[config.mk]
export PLATFORM = sky130hd
export DESIGN_NAME = sensor_scheduler
export DESIGN_NICKNAME = d
export VERILOG_FILES = /design/src/rtl/sensor_scheduler.sv
export SDC_FILE = /design/constraint.sdc
export NUM_CORES = 1
export LEC_CHECK = 0
export ABC_CLOCK_PERIOD_IN_PS = 4300
export BUFFER_PORTS_ARGS = -buffer_cell sky130_fd_sc_hd__buf_2
export CAP_MARGIN = 20
export CORE_UTILIZATION = 40
export DETAILED_ROUTE_END_ITERATION = 8
export PLACE_DENSITY = 0.71
export RECOVER_POWER = 50
export SKIP_LAST_GASP = 1
export SLEW_MARGIN = 20
export SYNTH_ARGS = -nofsm -noshare
export SYNTH_HDL_FRONTEND = slang
export SYNTH_SLANG_ARGS = --single-unit
export TNS_END_PERCENT = 10
[constraint.sdc]
create_clock -name clock -period 4.3 [get_ports clock]
set_input_delay 0.215 -clock clock [delete_from_list [all_inputs] [get_ports clock]]
set_output_delay 0.215 -clock clock [all_outputs]
set_load 0.02 [all_outputs]
[src/rtl/sensor_scheduler.sv]
// -----------------------------------------------------------------------------
// sensor_scheduler
// Sequences three ultrasonic sensors through one shared distance-measurement
// unit. A sweep visits each enabled sensor in index order: select it, pulse a
// start, wait for the result or a timeout, store the outcome, then hold a
// settling gap before the next sensor.
//
// Ports
//   clock          system clock, rising edge
//   reset          asynchronous, active-low reset
//   iniciar        start request (rising edge starts a sweep from idle)
//   continuo       1 = start the next sweep right after the current one
//   mascara[2:0]   per-sensor enable, bit i = sensor i+1 (sampled in PREPARA)
//   med_pronto     shared unit result valid (1-cycle pulse)
//   med_valor      shared unit measured distance
//   med_start      1-cycle start pulse to the shared unit
//   sel_sensor     sensor currently routed to the shared unit (0..2)
//   distancia1..3  last good distance per sensor
//   valido[2:0]    last attempt on sensor i+1 succeeded
//   erro_timeout   last attempt on sensor i+1 timed out
//   varredura_fim  1-cycle pulse at the end of every sweep
//   ocupado        high from PREPARA through FIM
//   db_estado      FSM state code
//   db_sensor      sel_sensor+1 while ocupado, else 0
// -----------------------------------------------------------------------------
module sensor_scheduler #(
    parameter int MEDIDA_W       = 12,
    parameter int TIMEOUT_CYCLES = 2_000_000,
    parameter int GAP_CYCLES     = 3_000_000
) (
    input  logic                clock,
    input  logic                reset,
    input  logic                iniciar,
    input  logic                continuo,
    input  logic [2:0]          mascara,
    input  logic                med_pronto,
    input  logic [MEDIDA_W-1:0] med_valor,
    output logic                med_start,
    output logic [1:0]          sel_sensor,
    output logic [MEDIDA_W-1:0] distancia1,
    output logic [MEDIDA_W-1:0] distancia2,
    output logic [MEDIDA_W-1:0] distancia3,
    output logic [2:0]          valido,
    output logic [2:0]          erro_timeout,
    output logic                varredura_fim,
    output logic                ocupado,
    output logic [3:0]          db_estado,
    output logic [3:0]          db_sensor
);

    // One shared counter serves both the timeout and the gap, so it is sized
    // for the larger of the two; it is cleared before each use and never wraps.
    localparam int CNT_MAX = (TIMEOUT_CYCLES > GAP_CYCLES) ? TIMEOUT_CYCLES : GAP_CYCLES;
    localparam int CNT_W   = $clog2(CNT_MAX + 1);
    localparam logic [CNT_W-1:0] TMO_LAST = CNT_W'(TIMEOUT_CYCLES - 1);
    localparam logic [CNT_W-1:0] GAP_LAST = CNT_W'(GAP_CYCLES - 1);

    typedef enum logic [3:0] {
        INICIAL   = 4'd0,
        PREPARA   = 4'd1,
        DISPARA   = 4'd2,
        ESPERA    = 4'd3,
        ARMAZENA  = 4'd4,
        TIMEOUT   = 4'd5,
        INTERVALO = 4'd6,
        FIM       = 4'd7
    } state_t;

    // Lowest enabled sensor; only meaningful for a non-zero mask.
    function automatic logic [1:0] first_sel(input logic [2:0] m);
        if (m[0]) begin
            return 2'd0;
        end else if (m[1]) begin
            return 2'd1;
        end else begin
            return 2'd2;
        end
    endfunction

    // True when the mask enables a sensor above the current one.
    function automatic logic has_next(input logic [1:0] s, input logic [2:0] m);
        case (s)
            2'd0:    return m[1] | m[2];
            2'd1:    return m[2];
            default: return 1'b0;
        endcase
    endfunction

    // Next enabled sensor above s; valid only when has_next() is true.
    function automatic logic [1:0] next_sel(input logic [1:0] s, input logic [2:0] m);
        case (s)
            2'd0:    return m[1] ? 2'd1 : 2'd2;
            default: return 2'd2;
        endcase
    endfunction

    function automatic logic [2:0] sel_onehot(input logic [1:0] s);
        case (s)
            2'd0:    return 3'b001;
            2'd1:    return 3'b010;
            2'd2:    return 3'b100;
            default: return 3'b000;
        endcase
    endfunction

    state_t              r_state;
    state_t              w_state_nxt;
    logic                r_ini_sync;
    logic                r_ini_prev;
    logic                r_ini_armed;
    logic                w_ini_edge;
    logic [2:0]          r_mask;
    logic [2:0]          w_mask_nxt;
    logic [1:0]          r_sel;
    logic [1:0]          w_sel_nxt;
    logic [2:0]          w_sel_oh;
    logic [CNT_W-1:0]    r_cnt;
    logic [CNT_W-1:0]    w_cnt_nxt;
    logic [MEDIDA_W-1:0] r_val_cap;
    logic [MEDIDA_W-1:0] r_dist1;
    logic [MEDIDA_W-1:0] r_dist2;
    logic [MEDIDA_W-1:0] r_dist3;
    logic [2:0]          r_valido;
    logic [2:0]          r_erro;
    logic                r_med_start;
    logic                r_fim;
    logic                r_ocupado;
    logic [3:0]          r_db_sensor;

    // A level already high when reset releases must not count as an edge:
    // r_ini_armed only sets once iniciar has been seen low.
    assign w_ini_edge = r_ini_sync & ~r_ini_prev & r_ini_armed;
    assign w_sel_oh   = sel_onehot(r_sel);

    // State register.
    always_ff @(posedge clock or negedge reset) begin
        if (!reset) begin
            r_state <= INICIAL;
        end else begin
            r_state <= w_state_nxt;
        end
    end

    // Next-state logic; in ESPERA a result beats a simultaneous timeout.
    always_comb begin
        w_state_nxt = r_state;
        case (r_state)
            INICIAL:   w_state_nxt = w_ini_edge ? PREPARA : INICIAL;
            PREPARA:   w_state_nxt = (mascara == 3'b000) ? FIM : DISPARA;
            DISPARA:   w_state_nxt = ESPERA;
            ESPERA: begin
                if (med_pronto) begin
                    w_state_nxt = ARMAZENA;
                end else if (r_cnt == TMO_LAST) begin
                    w_state_nxt = TIMEOUT;
                end else begin
                    w_state_nxt = ESPERA;
                end
            end
            ARMAZENA:  w_state_nxt = INTERVALO;
            TIMEOUT:   w_state_nxt = INTERVALO;
            INTERVALO: begin
                if (r_cnt != GAP_LAST) begin
                    w_state_nxt = INTERVALO;
                end else if (has_next(r_sel, r_mask)) begin
                    w_state_nxt = DISPARA;
                end else begin
                    w_state_nxt = FIM;
                end
            end
            FIM:       w_state_nxt = continuo ? PREPARA : INICIAL;
            default:   w_state_nxt = INICIAL;
        endcase
    end

    // Datapath next values: mask/selection updates and the shared counter.
    always_comb begin
        w_mask_nxt = r_mask;
        w_sel_nxt  = r_sel;
        w_cnt_nxt  = {CNT_W{1'b0}};
        case (r_state)
            PREPARA: begin
                w_mask_nxt = mascara;
                if (mascara != 3'b000) begin
                    w_sel_nxt = first_sel(mascara);
                end else begin
                    w_sel_nxt = r_sel;
                end
            end
            ESPERA: begin
                if (w_state_nxt == ESPERA) begin
                    w_cnt_nxt = r_cnt + 1'b1;
                end else begin
                    w_cnt_nxt = {CNT_W{1'b0}};
                end
            end
            INTERVALO: begin
                if (w_state_nxt == INTERVALO) begin
                    w_cnt_nxt = r_cnt + 1'b1;
                end else if (w_state_nxt == DISPARA) begin
                    w_sel_nxt = next_sel(r_sel, r_mask);
                end else begin
                    w_sel_nxt = r_sel;
                end
            end
            default: begin
                w_cnt_nxt = {CNT_W{1'b0}};
            end
        endcase
    end

    // Start-request sampling, sequencing registers and per-sensor results.
    always_ff @(posedge clock or negedge reset) begin
        if (!reset) begin
            r_ini_sync  <= 1'b0;
            r_ini_prev  <= 1'b0;
            r_ini_armed <= 1'b0;
            r_mask      <= 3'b000;
            r_sel       <= 2'd0;
            r_cnt       <= {CNT_W{1'b0}};
            r_val_cap   <= {MEDIDA_W{1'b0}};
            r_dist1     <= {MEDIDA_W{1'b0}};
            r_dist2     <= {MEDIDA_W{1'b0}};
            r_dist3     <= {MEDIDA_W{1'b0}};
            r_valido    <= 3'b000;
            r_erro      <= 3'b000;
        end else begin
            r_ini_sync  <= iniciar;
            r_ini_prev  <= r_ini_sync;
            r_ini_armed <= r_ini_armed | ~iniciar;
            r_mask      <= w_mask_nxt;
            r_sel       <= w_sel_nxt;
            r_cnt       <= w_cnt_nxt;
            // The value is captured with its valid pulse so it cannot drift
            // before ARMAZENA commits it.
            if (r_state == ESPERA && med_pronto) begin
                r_val_cap <= med_valor;
            end
            case (r_state)
                ARMAZENA: begin
                    if (w_sel_oh[0]) r_dist1 <= r_val_cap;
                    if (w_sel_oh[1]) r_dist2 <= r_val_cap;
                    if (w_sel_oh[2]) r_dist3 <= r_val_cap;
                    r_valido <= r_valido | w_sel_oh;
                    r_erro   <= r_erro & ~w_sel_oh;
                end
                TIMEOUT: begin
                    r_valido <= r_valido & ~w_sel_oh;
                    r_erro   <= r_erro | w_sel_oh;
                end
                default: begin
                    r_valido <= r_valido;
                    r_erro   <= r_erro;
                end
            endcase
        end
    end

    // Output registers, decoded from the upcoming state so they line up with it.
    always_ff @(posedge clock or negedge reset) begin
        if (!reset) begin
            r_med_start <= 1'b0;
            r_fim       <= 1'b0;
            r_ocupado   <= 1'b0;
            r_db_sensor <= 4'd0;
        end else begin
            r_med_start <= (w_state_nxt == DISPARA);
            r_fim       <= (w_state_nxt == FIM);
            r_ocupado   <= (w_state_nxt != INICIAL);
            r_db_sensor <= (w_state_nxt != INICIAL) ? ({2'b00, w_sel_nxt} + 4'd1) : 4'd0;
        end
    end

    assign med_start     = r_med_start;
    assign sel_sensor    = r_sel;
    assign distancia1    = r_dist1;
    assign distancia2    = r_dist2;
    assign distancia3    = r_dist3;
    assign valido        = r_valido;
    assign erro_timeout  = r_erro;
    assign varredura_fim = r_fim;
    assign ocupado       = r_ocupado;
    assign db_estado     = r_state;
    assign db_sensor     = r_db_sensor;

endmodule

==> results of run 1 <==
-- worst reg2reg max path: cells and delay by family, from the launching register on --
kind	cells	cell delay, ns
compound gates	2	0.65
fa+ha+maj	1	0.29
flops	1	0.55
simple gates	3	1.38
-- logic make-up after synthesis --
kind of cell / after synthesis
xor gates and xnor gates: 20
muxes: 53
AOI/OAI and AO/OA: 20
other: 1
adders and majority gates: 2
DFF: 92
and+or+nand+nor: 105
buffers and inverters: 16
-- worst max path at each step --
stage | startpoint | endpoint | slack, ns | cells after the start
after floorplan | r_cnt[0] | db_sensor[1] | 1.77 | 9
after global placement | db_estado[0] | db_sensor[1] | 1.53 | 6
after detailed placement | db_estado[0] | db_sensor[1] | 1.42 | 6
after CTS | db_estado[0] | db_sensor[1] | 1.37 | 6
after global routing | reset | distancia3[0] | 0.64 | 3
final | reset | distancia3[0] | 1.27 | 3
-- sequential cells by signal, indices dropped and copies added, names as in the netlist, 2 cells and up, named ones only --
name	count
db_sensor	3
distancia3	12
sel_sensor	2
distancia1	12
r_cnt	22
r_val_cap	12
distancia2	12
r_mask	2
db_estado	3
-- area by class of cell --
| cell class | count | area, µm² |
|---|---|---|
| fillers | 880 | 4780 |
| flip-flops and latches | 92 | 2302 |
| clock buffers | 9 | 123.9 |
| well taps | 129 | 161.4 |
| inverters | 4 | 15.01 |
| repair buffers | 79 | 342.8 |
| multi-input cells | 202 | 1491 |
| clock inverters | 7 | 67.56 |
-- cell usage in the layout (no fill, tap or decap), types with 4 or more instances in the layout --
cell and count:
a21oi_1 4, and3_1 7, buf_2 17, clkbuf_1 56, clkbuf_8 9, dfrtp_1 92, mux2_2 49, nand2_1 15
nand3_1 9, nand4_1 5, nor2_1 39, nor2b_1 6, o21ai_0 5, xnor2_1 10, xor2_1 10
-- power by group --
group,switching [mW],internal [mW],leakage [nW]
Sequential,0.000337,0.865,1.23
Clock,0.328,0.225,0.0993
Combinational,0.0223,0.00768,0.814
Total,0.350,1.10,2.14
-- cells in the mapped netlist, drive strengths merged --
master | instances | share of area
nor2b | 6 | 0.0097
conb | 1 | 0.00097
nor3b | 3 | 0.0058
o32ai | 1 | 0.0023
inv | 4 | 0.0039
xor2 | 10 | 0.023
clkbuf | 7 | 0.0068
and4 | 1 | 0.0023
o31a | 1 | 0.0023
or4b | 1 | 0.0036
nor2 | 39 | 0.038
o21ai | 6 | 0.0078
or2 | 1 | 0.0016
a21o | 3 | 0.0058
a221o | 1 | 0.0026
nor4 | 2 | 0.0049
a21oi | 4 | 0.0052
nand2b | 2 | 0.0032
o21a | 1 | 0.0019
nand4 | 5 | 0.0081
o311a | 1 | 0.0026
a31oi | 1 | 0.0016
o211ai | 1 | 0.0019
buf | 5 | 0.0078
nand2 | 15 | 0.015
mux2 | 53 | 0.16
and3 | 7 | 0.011
dfrtp | 92 | 0.60
xnor2 | 10 | 0.023
or3 | 2 | 0.0032
nor3 | 3 | 0.0039
ha | 2 | 0.0065
nor4b | 2 | 0.0062
nand3 | 9 | 0.012
nand3b | 3 | 0.0058
nand4b | 3 | 0.0068
and3b | 1 | 0.0023
-- layer usage --
| layer | vias up | GRT usage | wire length, µm |
|---|---|---|---|
| met5 | - | 0 | 0 |
| met4 | 0 | 0.05017 | 70 |
| met3 | 7 | 0.03691 | 270 |
| met2 | 51 | 0.2450 | 3544 |
| met1 | 1286 | 0.2150 | 3497 |
| li1 | 1235 | - | - |
==> results by group, run 1 <==
Placement
  – Dpl cell area: 4370 µm²
  – Pre-CTS WS: 1.418 ns
  – PortBufs: 72
  – Post-DP HPWL: slightly above 5000 µm
  – Cells after DPL: 504
  – Global placement routability congestion: about 0.77

Logic synthesis
  – Syn. warnings: 0
  – Synth Area in XOR/XNOR: 0.04537
  – Sequential cell area fraction in the yosys report: 0.5962
  – Combinational family with the most area after synthesis: multiplexers
  – Avg Cell Area, Syn: 12.50 µm²
  – Gate count of the mapped netlist: about 310
  – Synthesized area: a little under 4000 µm²
  – Synth Area in Compound Gates: 0.03402
  – Adder-cell share of the synthesized area: 0.006481
  – Simple-Gate Fraction of Synth Area: 0.1429
  – Mux share of post-synthesis cell area: 0.1555
  – FF+latch count, synth: 92
  – Post-synth cell types: 44

Critical path
  – Crit path largest cell delay: 1.26 ns
  – Cells on worst reg2reg path: 6
  – R2r startpoint: db_estado[0]
  – Crit-path leading delay family: buffers and inverters
  – Worst setup SP type: input pin
  – Worst Path Max Fanout: ~60
  – Worst reg2reg endpoint: db_sensor[1]
  – CP Class: in2async
  – Crit. End Element: asynchronous set/reset pin
  – CP Cell Sequence: dlygate4sd3_1 -> clkbuf_1 -> clkbuf_2
  – Critical path data arrival time: 3.25 ns
  – Worst EP required: 4.52 ns
  – Worst reg-to-reg setup slack: 1.32 ns
  – CP Buf/Inv Count: 3
  – Critical path's slowest cell: clkbuf_2

STA
  – TNS Setup: 0 ns
  – Setup slack after layout: approximately 1.3 ns
  – Fin crit period: roughly 3 ns
  – Worst hold slack: 0.08120 ns
  – Slew HR: -0.1358
  – Period utilization: 0.7044
  – Setup-failing EPs final: 0
  – Fmax: 330.2 MHz
  – Setup Skew: ~0.017 ns
  – RSZ-0062 raised after global routing: no
  – Worst-Margin Slew: 1.704 ns
  – Fin. Hold Viols: 0
  – Slew Limit Fails: 33

Worst hold path
  – Hold Path Origin: med_valor[0]
  – Hold Path Sink: r_val_cap[0]
  – Hold crit path type: in2reg
  – Hold path cells: 2

Power
  – Final total power: 1.449 mW
  – PwrDens: 321.6 nW/µm²
  – LEAKAGE: 2.143 nW
  – VDD IR max: between 0.15 and 0.2 mV

Run status
  – Status: finished, violations left
  – Failing checks: capacitance limit, slew limit

Global route
  – Gr ovfl total: 0
  – Initial antenna violation count: 0
  – Vias in the first global route: 2511
  – Global Route Usage Sum: 0.1563
  – Largest net degree at the start of global routing: 62
  – Global-route wire length before repair: 12270 µm

Finish
  – Fin cells: 522
  – Final core occ: 0.4852
  – Area growth, synth to finish: 16.66%
  – Design Area, Final: about 4500 µm²
  – Layout cells sized above 1: 0.2316
  – Nets@finish: 410
  – Ant diodes: 0

Floorplanning
  – # IOs: 75
  – Die area: 10050 µm²
  – Die X: about 100 µm
  – Initial Utilization: 0.4159
  – FP Rows: 35
  – Core Region: 9284 µm²
  – Die Height: approximately 100 µm

Clock network
  – Resize count post-CTS: 0
  – Clock H-tree levels: 3
  – TritonCTS clock tree: built
  – CTS Buffer Depth: 2
  – Clk slew on worst S/H paths: 0.11 ns
  – Root buffer cell: clkbuf_8
  – # clock sinks: 92
  – Total CTS buffers: 9
  – Skew-Pair Late Insertion Delay: around 0.36 ns
  – # hold bufs at CTS: 2
  – Setup bufs post-CTS: 0

Detailed routing
  – DRT iter0 DRCs: 107
  – Routed via count: between 2000 and 3000
  – DRC Markers: 0
  – Routed length per instance: 14.14 µm
  – Final WL: ~7400 µm
  – ANT nets after route: 0
  – Routed vias/inst: 4.941
  – DRT Pass-1 Iters: 4

Flow run
  – Max-cap viol count: 1
(Power assumes the default switching activity.)
==> run 2, diff against run 1 <==
--- a/config.mk
+++ b/config.mk
@@ -5,12 +5,13 @@
 export SDC_FILE = /design/constraint.sdc
 export NUM_CORES = 1
 export LEC_CHECK = 0
-export ABC_CLOCK_PERIOD_IN_PS = 4300
+export ABC_AREA = 1
+export ABC_CLOCK_PERIOD_IN_PS = 2400
 export BUFFER_PORTS_ARGS = -buffer_cell sky130_fd_sc_hd__buf_2
 export CAP_MARGIN = 20
 export CORE_UTILIZATION = 40
 export DETAILED_ROUTE_END_ITERATION = 8
-export PLACE_DENSITY = 0.71
+export PLACE_DENSITY = 0.73
 export RECOVER_POWER = 50
 export SKIP_LAST_GASP = 1
 export SLEW_MARGIN = 20
==> constraint.sdc (replaced) <==
create_clock -name clock -period 2.4 [get_ports clock]
set_input_delay 0.12 -clock clock [delete_from_list [all_inputs] [get_ports clock]]
set_output_delay 0.12 -clock clock [all_outputs]
set_load 0.02 [all_outputs]
==> results by group, run 2 <==
Global route
  – Gr ovfl total: 0 (unchanged)
  – GR Util met1: 0.2046 (was 0.2150)
  – Vias in the first global route: 2962 (was 2511)
  – Largest net degree at the start of global routing: 59 (was 62)
  – Global-route wire length before repair: 13620 µm (was 12270 µm)
  – Initial antenna violation count: 0 (unchanged)
  – GR Util met3: 0.04036 (was 0.03691)
  – Global Route Usage Sum: 0.1692 (was 0.1563)
  – M2 GR Usage: 0.2896 (was 0.2450)
  – GRT Max-Usage Layer: met2 (unchanged)

Finish
  – Most flops, register: r_cnt (unchanged)
  – Multi-input gate area: 1444 µm² (was 1491 µm²)
  – Nets@finish: 559 (was 410)
  – Filler instances: 944 (was 880)
  – Commonest non-fill, non-tap cell in the layout: nand2_1 (was dfrtp_1)
  – Sequential cell area: 2302 µm² (unchanged)
  – Layout cells sized above 1: 0.1900 (was 0.2316)
  – Area growth, synth to finish: 18.23% (was 16.66%)
  – Most frequent cells in the layout: 97 x nand2_1, 92 x dfrtp_1, 54 x nor2_1 (was 92 x dfrtp_1, 56 x clkbuf_1, 49 x mux2_2)
  – Largest register FFs: 22 (unchanged)
  – Ant diodes: 0 (unchanged)

STA
  – Fin crit period: 2.095 ns
  – Setup-failing EPs final: 0 (unchanged)
  – Slew HR: 0.4429 (was -0.1358)
  – Fin. Hold Viols: 0 (unchanged)
  – TNS Setup: 0 ns (unchanged)
  – RSZ-0062 raised after global routing: no (unchanged)
  – Period utilization: 0.8728
  – Setup Skew: 0.009608 ns (was 0.01712 ns)
  – Fmax: 477.4 MHz
  – Slew Limit Fails: 0 (was 33)
  – Worst-Margin Slew: 0.8357 ns (was 1.704 ns)

Logic synthesis
  – FF+latch count, synth: 92 (unchanged)
  – Mux share of post-synthesis cell area: 0 (was 0.1555)
  – Most common cell in the netlist: nand2_1 (was dfrtp_1)
  – Syn. warnings: 0 (unchanged)
  – Synth Area in XOR/XNOR: 0.01313 (was 0.04537)
  – Post-synth EDFFs: 0 (unchanged)
  – Ranking of synthesized cells by area: dfrtp_1 58%, nand2_1 9.1%, nor2_1 5.1%, o21ai_0 4.0%, inv_1 3.8% (was dfrtp_1 60%, mux2_2 14%, nor2_1 3.8%, xnor2_1 2.3%, xor2_1 2.3%)
  – Gate count of the mapped netlist: 452 (was 309)
  – Avg Cell Area, Syn: 8.853 µm² (was 12.50 µm²)
  – Adder-cell share of the synthesized area: 0.006254 (was 0.006481)
  – Ys flop type: dfrtp_1 (unchanged)
  – Sequential cell area fraction in the yosys report: 0.5754 (was 0.5962)
  – Synth Area in Compound Gates: 0.09350 (was 0.03402)
  – Combinational family with the most area after synthesis: simple AND/OR/NAND/NOR gates (was multiplexers)
  – Simple-Gate Fraction of Synth Area: 0.2461 (was 0.1429)
  – Commonest cells post-synth: 97 x nand2_1, 92 x dfrtp_1, 54 x nor2_1 (was 92 x dfrtp_1, 49 x mux2_2, 39 x nor2_1)
  – Post-synthesis async set-or-reset flop share: 1.000 (unchanged)
  – Synth area leader: dfrtp_1 (unchanged)
  – Synthesized area: 4001 µm² (was 3861 µm²)
  – Post-synth cell types: 36 (was 44)
  – Synth top area share: 0.5754 (was 0.5962)

Critical path
  – Worst reg-to-reg setup slack: 0.31 ns (was 1.32 ns)
  – Crit path largest cell delay: 0.40 ns (was 1.26 ns)
  – Most used cell, CP: nand2_2
  – Stages on the worst setup path: 14 (was 3)
  – Critical path's slowest cell: dfrtp_1 (was clkbuf_2)
  – Worst Path Max Fanout: 5 (was 61)
  – Crit-path leading delay family: simple AND/OR/NAND/NOR gates (was buffers and inverters)
  – Critical path data arrival time: 2.36 ns (was 3.25 ns)
  – R2r startpoint: r_cnt[0] (was db_estado[0])
  – CP Cell Sequence: ha_1 -> nand3_2 -> nor2_2 -> nand3_2 -> a21oi_2 -> nand2_2 -> nor2_2 -> nand2_2 -> nand2_1 -> nand3_1 -> nand2_2 -> ha_1 -> inv_1 -> nor2_1 (was dlygate4sd3_1 -> clkbuf_1 -> clkbuf_2)
  – CP Buf/Inv Count: 1 (was 3)
  – Crit. End Element: flip-flop (was asynchronous set/reset pin)
  – Worst Setup SP: r_cnt[0] (was reset)
  – CP Class: reg2reg (was in2async)
  – Worst setup SP type: flip-flop (was input pin)
  – Worst reg2reg endpoint: db_sensor[1] (unchanged)
  – Worst EP required: 2.67 ns (was 4.52 ns)
  – Cells on worst reg2reg path: 14 (was 6)
  – Crit path to: db_sensor[1] (was distancia3[0])

Clock network
  – Setup bufs post-CTS: 0 (unchanged)
  – Total CTS buffers: 9 (unchanged)
  – CTS Buffer Depth: 2 (unchanged)
  – Clk slew on worst S/H paths: 0.08 ns (was 0.11 ns)
  – Root buffer cell: clkbuf_8 (unchanged)
  – Clock H-tree levels: 3 (unchanged)
  – # clock sinks: 92 (unchanged)
  – Skew-Pair Late Insertion Delay: 0.37 ns (was 0.36 ns)
  – TritonCTS clock tree: built (unchanged)

Floorplanning
  – Initial Utilization: 0.4113 (was 0.4159)
  – Core Region: 9729 µm² (was 9284 µm²)
  – # IOs: 75 (unchanged)
  – Die X: 102.0 µm (was 100.3 µm)
  – Die area: 10410 µm² (was 10050 µm²)
  – FP Rows: 36 (was 35)
  – Die Height: 102.0 µm (was 100.3 µm)

Power
  – PwrDens: 1110 nW/µm² (was 321.6 nW/µm²)
  – LEAKAGE: 2.291 nW (was 2.143 nW)
  – VDD IR max: 0.3298 mV (was 0.1514 mV)
  – Final total power: 5.252 mW (was 1.449 mW)

Detailed routing
  – DRC Markers: 0 (unchanged)
  – Final WL: 8434 µm (was 7382 µm)
  – Routed length per instance: 12.49 µm (was 14.14 µm)
  – DRT iter0 DRCs: 163 (was 107)
  – Routed via count: 3217 (was 2579)
  – DRT Pass-1 Iters: 6 (was 4)
  – ANT nets after route: 0 (unchanged)
  – Routed vias/inst: 4.766 (was 4.941)

Placement
  – Global placement routability congestion: 0.8835 (was 0.7732)
  – PortBufs: 72 (unchanged)
  – Post-DP HPWL: 6065 µm (was 5197 µm)

Flow run
  – Max-cap viol count: 0 (was 1)

Run status
  – Status: finished clean (was finished, violations left)

Worst hold path
  – Hold crit path type: in2reg (unchanged)
[run 2: cell count changes in the layout (fill, tap and decap cells not counted), moves of 11 or more]
cell | before | now
a21oi_1 | 4 | 18
buf_2 | 17 | 47
clkbuf_1 | 56 | 27
inv_1 | 3 | 41
inv_2 | 1 | 12
mux2_2 | 49 | 0
nand2_1 | 15 | 97
nor2_1 | 39 | 54
nor2_2 | 0 | 11
o21ai_0 | 5 | 32
o21ai_1 | 1 | 13
[run 2: final cells by class]
| cell class | count | area share |
|---|---|---|
| clock inverter | 3 | 0.004496 |
| tap | 133 | 0.03518 |
| multi-input combinational | 296 | 0.3052 |
| inverter | 54 | 0.04285 |
| sequential | 92 | 0.4866 |
| clock buffer | 13 | 0.03147 |
| timing repair buffer | 84 | 0.09415 |
[run 2: through the flow]
step / area, µm² / setup slack [ns] / hold slack, ns / utilization / cells
2_1_floorplan: 4005 / 0.4433 / -0.1756 / - / 453
3_3_place_gp: 4506 / 0.3624 / 0.09937 / 0.4631 / 649
3_5_place_dp: 4506 / 0.3028 / 0.1014 / 0.4631 / 649
4_1_cts: 4776 / 0.2875 / 0.001359 / 0.4909 / 675
5_1_grt: 4731 / 0.09559 / 0.01901 / 0.4862 / 675
6_report: 4731 / 0.3053 / 0.006236 / 0.4862 / 675
[run 2: worst min path at each step]
| stage | start | cells after the start | slack, ns | endpoint |
|---|---|---|---|---|
| detailed placement | reset | 1 | 0.10 | distancia3[1] |
| floorplan | reset | 0 | -0.18 | asynchronous set/reset pin |
| CTS | med_valor[4] | 3 | 0.001 | r_val_cap[4] |
| global route | med_valor[4] | 3 | 0.02 | r_val_cap[4] |
| global placement | reset | 1 | 0.1 | distancia3[1] |
| finish | med_valor[6] | 3 | 0.006 | r_val_cap[6] |
[run 2: report_power, final]
group | leakage [nW] | switching [mW] | internal (mW)
clock network | 0.0840 | 0.529 | 0.408
registers | 1.16 | 0.263 | 2.04
logic | 1.05 | 1.41 | 0.604
[run 2: worst register-to-register path, stage by stage, from the launching register on]
cell and delay, ns:
dfrtp_1 0.40, ha_1 0.22, nand3_2 0.15, nor2_2 0.15, nand3_2 0.11, a21oi_2 0.14
nand2_2 0.07, nor2_2 0.14, nand2_2 0.08, nand2_1 0.06, nand3_1 0.07, nand2_2 0.10
ha_1 0.23, inv_1 0.05, nor2_1 0.03
[run 2: layer usage]
layer  vias up  wire length [µm]  share of wire
met2        70              4234           0.50
met4         0               157          0.019
met3        12               332          0.039
met5         -                 0              0
li1       1609                 -              -
met1      1526              3709           0.44
[run 2: cells by family (layout without fill, tap and decap cells)]
family | count (synthesis) | in the layout
other | 1 | 2
AOI/OAI and AO/OA | 70 | 70
DFF | 92 | 92
and+or+nand+nor | 216 | 216
buffers and inverters | 65 | 154
adders and majority gates | 2 | 2
xor gates and xnor gates | 6 | 6
[run 2: repair_timing]
item	4_1_cts	5_1_grt
resized for setup	0	0
hold buffers	10	0
endpoints found under the hold margin	44	0
